### config.mk
export PLATFORM = sky130hd
export DESIGN_NAME = tdm_dual_demux4
export DESIGN_NICKNAME = d
export VERILOG_FILES = /design/src/rtl/tdm_dual_demux4.sv
export SDC_FILE = /design/constraint.sdc
export NUM_CORES = 1
export LEC_CHECK = 0
export BUFFER_PORTS_ARGS = -buffer_cell sky130_fd_sc_hd__buf_4
export CORE_MARGIN = 5
export CORE_UTILIZATION = 25
export CTS_CLUSTER_SIZE = 12
export DETAILED_ROUTE_END_ITERATION = 10
export GPL_TIMING_DRIVEN = 1
export PLACE_DENSITY_LB_ADDON = 0.15
export SYNTH_ARGS = -nofsm -noshare
export SYNTH_HDL_FRONTEND = slang
export SYNTH_HIERARCHICAL = 1
export SYNTH_SLANG_ARGS = --single-unit
### constraint.sdc
create_clock -name in_clk -period 1.92 [get_ports in_clk]
set_clock_uncertainty 0.05 [all_clocks]
set_input_delay 0.288 -clock in_clk [delete_from_list [all_inputs] [get_ports in_clk]]
set_output_delay 0.288 -clock in_clk [all_outputs]
set_load 0.02 [all_outputs]
### src/rtl/tdm_dual_demux4.sv
// tdm_dual_demux4: receive end of a dual 4:1 TDM link. Tracks frame
// alignment from a slot-0 sync marker and rebuilds the C/D words lane by lane.

// One lane: shadow bits for slots 0..2 plus the registered output word.
module tdm_demux_lane (
    input  logic       clk,
    input  logic       rst_n,
    input  logic       sample_bit,
    input  logic       store,
    input  logic [1:0] store_idx,
    input  logic       load,
    output logic [3:0] word
);
    logic [2:0] shadow_q;

    // Capture the slot 0..2 bits; on slot 3, publish the whole word.
    always_ff @(posedge clk or negedge rst_n) begin
        if (!rst_n) begin
            shadow_q <= '0;
            word     <= '0;
        end else begin
            for (int k = 0; k < 3; k++)
                if (store && store_idx == 2'(k))
                    shadow_q[k] <= sample_bit;
            if (load)
                word <= {sample_bit, shadow_q};
        end
    end
endmodule

module tdm_dual_demux4 (
    input  logic       in_clk,
    input  logic       in_rst_n,
    input  logic       in_en,
    input  logic       in_sync,
    input  logic       in_1Y,
    input  logic       in_2Y,
    input  logic       in_G1,
    input  logic       in_G2,
    output logic [3:0] out_C,
    output logic [3:0] out_D,
    output logic       out_valid,
    output logic       out_locked,
    output logic       out_err,
    output logic [7:0] out_frame_cnt
);
    localparam int NUM_LANES = 2;
    localparam int VEC_W     = 4;

    typedef enum logic {HUNT = 1'b0, LOCK = 1'b1} state_t;

    state_t state_q, state_d;
    logic [1:0] slot_q, slot_d;
    logic       store, load, err_d;
    logic [1:0] store_idx;

    logic [NUM_LANES-1:0]            lane_bit;
    logic [NUM_LANES-1:0][VEC_W-1:0] lane_word;

    // Strobes are active-low; a gated lane reads 0 just like the mux output.
    assign lane_bit = {in_2Y & ~in_G2, in_1Y & ~in_G1};

    // State, slot counter and single-cycle status pulses.
    always_ff @(posedge in_clk or negedge in_rst_n) begin
        if (!in_rst_n) begin
            state_q       <= HUNT;
            slot_q        <= '0;
            out_valid     <= 1'b0;
            out_err       <= 1'b0;
            out_frame_cnt <= '0;
        end else begin
            state_q   <= state_d;
            slot_q    <= slot_d;
            out_valid <= load;
            out_err   <= err_d;
            if (load)
                out_frame_cnt <= out_frame_cnt + 8'd1;
        end
    end

    // Alignment FSM: decides what each enabled sample does.
    always_comb begin
        state_d   = state_q;
        slot_d    = slot_q;
        store     = 1'b0;
        store_idx = slot_q;
        load      = 1'b0;
        err_d     = 1'b0;
        if (in_en) begin
            unique case (state_q)
                HUNT: begin
                    if (in_sync) begin
                        store     = 1'b1;
                        store_idx = 2'd0;
                        slot_d    = 2'd1;
                        state_d   = LOCK;
                    end
                end
                LOCK: begin
                    if (in_sync) begin
                        // Marker restarts the frame; off slot 0 it is an early marker.
                        err_d     = (slot_q != 2'd0);
                        store     = 1'b1;
                        store_idx = 2'd0;
                        slot_d    = 2'd1;
                    end else if (slot_q == 2'd0) begin
                        // Missing marker: drop alignment, slot already 0.
                        err_d   = 1'b1;
                        state_d = HUNT;
                    end else if (slot_q == 2'd3) begin
                        load   = 1'b1;
                        slot_d = 2'd0;
                    end else begin
                        store  = 1'b1;
                        slot_d = slot_q + 2'd1;
                    end
                end
                default: state_d = HUNT;
            endcase
        end
    end

    for (genvar g = 0; g < NUM_LANES; g++) begin : g_lane
        tdm_demux_lane u_lane (
            .clk        (in_clk),
            .rst_n      (in_rst_n),
            .sample_bit (lane_bit[g]),
            .store      (store),
            .store_idx  (store_idx),
            .load       (load),
            .word       (lane_word[g])
        );
    end

    assign out_C      = lane_word[0];
    assign out_D      = lane_word[1];
    assign out_locked = (state_q == LOCK);
endmodule

[Yosys cells after proc, flatten, opt, wreduce, memory -nomap -nowiden]
Cells that the tools add are included.
Operators by class
  add/sub/neg operators: 2
  reduce and logical (&&, ||, !) cells: 7
  bitwise gates (word level): 5
  equal/unequal tests: 5
  mux-type cells: 25
Operators with widths (number)
  $mux W1: 16
  $mux W2: 6
  $add A8 B1 Y8 const B: 1
  $eq A2 B2 Y1 const B: 2
  $logic_not A2 Y1: 2
  $pmux W1 S2: 2
  $pmux W2 S2: 1
  $logic_and A1 B1 Y1: 3
  $ne A3 B3 Y1 const B: 1
  $not A1 Y1: 3
  $reduce_and A3 Y1: 1
  $add A2 B1 Y2 const B: 1
  $and A1 B1 Y1: 2
  $eq A2 B1 Y1 const B: 1
  $ne A2 B2 Y1 const B: 1
  $reduce_bool A2 Y1: 1
Storage, ports and cells
  bits of input ports: 8
  word-level logic and storage cells: 57
  register bits: 27
  output and inout bits: 19

[Logic depth before layout (Yosys ltp)]
  depth in word-level cells: 7
  gate-level depth with buffers: 6
  gate-level depth less buffers: 6

[By module]
Netlist, hierarchy kept.
By module, submodules not included
  tdm_dual_demux4: sequential area each 325.3 sq um, cells an instance 60, area an instance 668.1 sq um, times used 1
  tdm_demux_lane: sequential area each 175.2 sq um, cells an instance 17, area an instance 281.5 sq um, times used 2

[Least setup slack after synthesis]
No wires, ideal clock.
  kind: reg2reg
  start: reg slot_q[0]
  end: reg g_lane[0].u_lane.shadow_q[0]
  cell stages (with the launch flop): 7
  clock period less this slack: 1.735 ns
  setup time: 0.125 ns
  setup slack: 0.185 ns
  arrival: 1.561 ns
  buffers on the path: 0
  path through: dfrtp_1 > inv_1 > ha_1 > a21oi_1 > nor2b_1 > nor3b_2 > mux2_2
On the way
  word-level cells in the longest chain between the ends: 7
RTL lines
  start, declared: RTL line 53  | logic [1:0] slot_q, slot_d;
  start signal, assigned: RTL line 73  | slot_q <= slot_d;
  $eq A2 B2 Y1: RTL line 110  | end else if (slot_q == 2'd3) begin
  $mux W1: RTL line 110
  $mux W1 (*): RTL line 106  | end else if (slot_q == 2'd0) begin
  $mux W1 (*): RTL line 100  | if (in_sync) begin
  $pmux W1 S2 (*): RTL line 90  | unique case (state_q)
  $mux W1 (*): RTL line 89  | if (in_en) begin
  named net store: RTL line 54  | logic store, load, err_d;
  $logic_and A1 B1 Y1 (*): RTL line 23  | if (store && store_idx == 2'(k))
  end signal, assigned by index: RTL line 24  | shadow_q[k] <= sample_bit;
  end, declared: RTL line 14  | logic [2:0] shadow_q;
The timed path passes the listed nets; every way through them passes the cells marked *.
A chain may end at the register's enable or synchronous reset.

[Worst setup path in the final report]
  start: reg slot_q[1]
  end: reg g_lane[1].u_lane.shadow_q[0]
On the way
  word-level cells in the longest chain between the ends: 7
RTL lines (RTL line)
  $eq A2 B2 Y1: 110
  $mux W1: 110
  $mux W1 (*): 106
  $mux W1 (*): 100
  $pmux W1 S2 (*): 90
  $mux W1 (*): 89
  named net store: 54
  $logic_and A1 B1 Y1 (*): 23
  end signal, assigned by index: 24
  end, declared: 14
Marks and branches as above.

==> run_results.csv <==
group,metric,value,unit
timing,fin_ws,0.156,ns
floorplanning,rows,25,
clocking,cts_setup_buffers,0,
finish,nNetsFinal,141,
floorplanning,die_h,80.2,um
critical_path,crit_fanout,6,
yosys,avgSynthCellArea,13.1,um2
critical_path,worst-path-buf-inv,1,
routing,wl_met3,160,um
yosys,yosysWarnings,6,
critical_path,crit_chain,"inv_1, ha_1, a21oi_1, nor2b_2, nor3b_2, mux2_2",
finish,regArea,676,um2
clocking,cts_root_buf,"clkbuf_8",
routing,vias_per_cell,4.13,
floorplanning,pin_count,27,
clocking,clk_pin_slew,0.09,ns
critical_path,cp-end-kind,"register",
yosys,synth_cells,94,
global_routing,track_usage,0.0780,
critical_path,worstSetupPathType,"reg -> reg",
timing,tightest_slew,0.353,ns
routing,dr.max_layer_used,"met4",
critical_path,cp_slowest_cell,"dfrtp_1",
clocking,cts_buffer_depth,2,
timing,setup_viol,0,
global_routing,grt-ovfl-total,0,
power,leakagePower,0.804,nW
timing,maxSlewHeadroom,0.764,
run_status,status,"finished clean",
floorplanning,die_area,6430,um2
global_routing,antenna_found_initial,0,
placed_design,dpl.hpwl,1.76,mm
routing,wl_met1,1.06,mm
power,p_total,0.00209,W
yosys,ys_ff_latch,27,
routing,drt-wirelength-per-cell,12.2,um
routing,met2_length,1.13,mm
critical_path,start_kind,"register",
finish,multi_input_area,527,um2
global_routing,grt_start_max_net_pins,28,
clocking,cts_buffers,3,
worst_hold_path,min_path_type,"in -> reg",
clocking,h-tree-depth,1,
placed_design,numPortBuffers,26,
routing,route.vias.total,805,
floorplanning,start_util,0.259,
routing,ant_nets,0,
clocking,worstSkewPairLatency,0.27,ns
routing,drt_pass1_iterations,2,
finish,n_fill_cell,501,
finish,n_antenna_cell,0,
finish,syn_to_final_growth,29.1,%
floorplanning,die_w,80.2,um
critical_path,crit_family,"simple AND/OR/NAND/NOR gates",
timing,fin_crit,1.76,ns
placed_design,place_congestion,0.699,
timing,max_freq,567,MHz
yosys,syn_area,1230,um2
yosys,synth-seq-area-share,0.549,
finish,drive_above_1_share,0.391,
routing,drc_errors,0,
clocking,cts_tree,"done",
global_routing,grt_pass1_vias,841,
routing,drt-total-wl,2.38,mm
critical_path,worstPathRequired,2.03,ns
yosys,syn_nets,106,
routing,dr.first_iter.drc_count,21,
clocking,cts_sinks,27,
timing,holdWs,0.214,ns
timing,hold_viol,0,
yosys,synth_cell_type_count,27,
flow_run,maxCapViolations,0,
critical_path,crit_path_max_incr_delay,0.39,ns
global_routing,grt_pass1_wl,3.90,mm
power,peakVddDrop,0.408,mV
critical_path,critPathArrivalTime,1.88,ns
timing,rsz0062_at_grt,"no",
timing,drv_slew,0,
power,powerDensity,1310,nW/um2
timing,tns,0,ns
floorplanning,coreArea,4750,um2
timing,timing.final.crit_share,0.918,
placed_design,pre_cts_slack,0.0690,ns
[through the flow]
stage,area (um2),util,cells
after floorplan,1230,-,94
after global placement,1530,0.322,190
after detailed placement,1530,0.322,190
after CTS,1590,0.334,195
after global routing,1590,0.334,195
final,1590,0.334,195
[layer usage]
| layer | track usage | up-vias |
|---|---|---|
| li1 | - | 392 |
| met1 | 0.0915 | 392 |
| met4 | 0.0253 | 0 |
| met3 | 0.0314 | 2 |
| met2 | 0.129 | 19 |
| met5 | 0 | - |
[layout by cell type, fill, tap and decap left out, types with 2 or more instances in the layout]
cell      netlist  layout
xor2_1          4       4
nor3b_2         2       2
mux2_1          4       4
nor2_1          2       2
nand3b_1        4       4
dfrtp_1        27      27
xnor2_1         3       3
nor2b_1         3       2
ha_1            4       4
buf_4           0      31
inv_1           4       4
a21oi_1         4       4
nand3_1         2       2
mux2_2         10      10
nor3_1          2       2
nand2_1         7       7
clkbuf_8        0       3
[Yosys cell counts, drive strengths merged]
cell	count	area, um2
a22oi	1	7.51
o22a	1	10.0
nand4b	1	23.8
dfrtp	27	676
ha	4	50.1
xor2	4	35.0
a31oi	1	6.26
nor3	2	10.0
mux2i	1	10.0
nor3b	2	25.0
nor4	1	21.3
nand3b	4	30.0
inv	4	15.0
a21oi	4	20.0
nand2	7	26.3
nand3	2	10.0
o22ai	1	6.26
or2b	1	7.51
clkbuf	1	5.00
and3b	1	8.76
mux2	14	158
nor2	2	7.51
buf	1	11.3
nor2b	3	18.8
nand4	1	6.26
xnor2	3	26.3
[repair_timing]
| action | in CTS | in global routing |
|---|---|---|
| resized for setup | 0 | 1 |
| hold buffers | 1 | 0 |
| endpoints found under the setup margin | 0 | 2 |
| endpoints found under the hold margin | 27 | 0 |
[report_power, final]
group / switching [W] / internal (W)
clock: 0.000174 / 0.000149
combinational: 0.000425 / 0.000438
sequential: 0.000136 / 0.000765
[sequential cells by signal, summed over array words and instances, names as in the netlist]
signal and count:
out_err 1, out_frame_cnt 8, out_valid 1, g_lane.u_lane/word 8, g_lane.u_lane/shadow_q 6, slot_q 2
out_locked 1
[cell families after synthesis]
| kind of cell | share of synthesized area |
|---|---|
| AOI/OAI and AO/OA | 0.0407 |
| xor gates and xnor gates | 0.0498 |
| adders and majority gates | 0.0407 |
| buffers and inverters | 0.0254 |
| DFF | 0.549 |
| muxes | 0.136 |
| and+or+nand+nor | 0.159 |
[area by class of cell]
class,count,share of cell area
multi-input combinational,61,0.331
timing repair buffer,32,0.153
inverter,4,0.00945
sequential,27,0.425
clock buffer,4,0.0283
tap,67,0.0528
[final timing paths]
| path | from | end | slack [ns] | cells after the start |
|---|---|---|---|---|
| max | slot_q[1] | g_lane[1].u_lane/shadow_q[0] | 0.16 | 6 |
| min | in_sync | slot_q[1] | 0.21 | 2 |
| max reg2reg | slot_q[1] | g_lane[1].u_lane/shadow_q[0] | 0.16 | 6 |
| min reg2reg | out_frame_cnt[7] | out_frame_cnt[7] | 0.42 | 1 |
| max in group asynchronous | in_rst_n | out_err | 1.14 | 2 |
| min in group asynchronous | in_rst_n | out_locked | 0.41 | 2 |
Power figures use the tool's default switching activity.
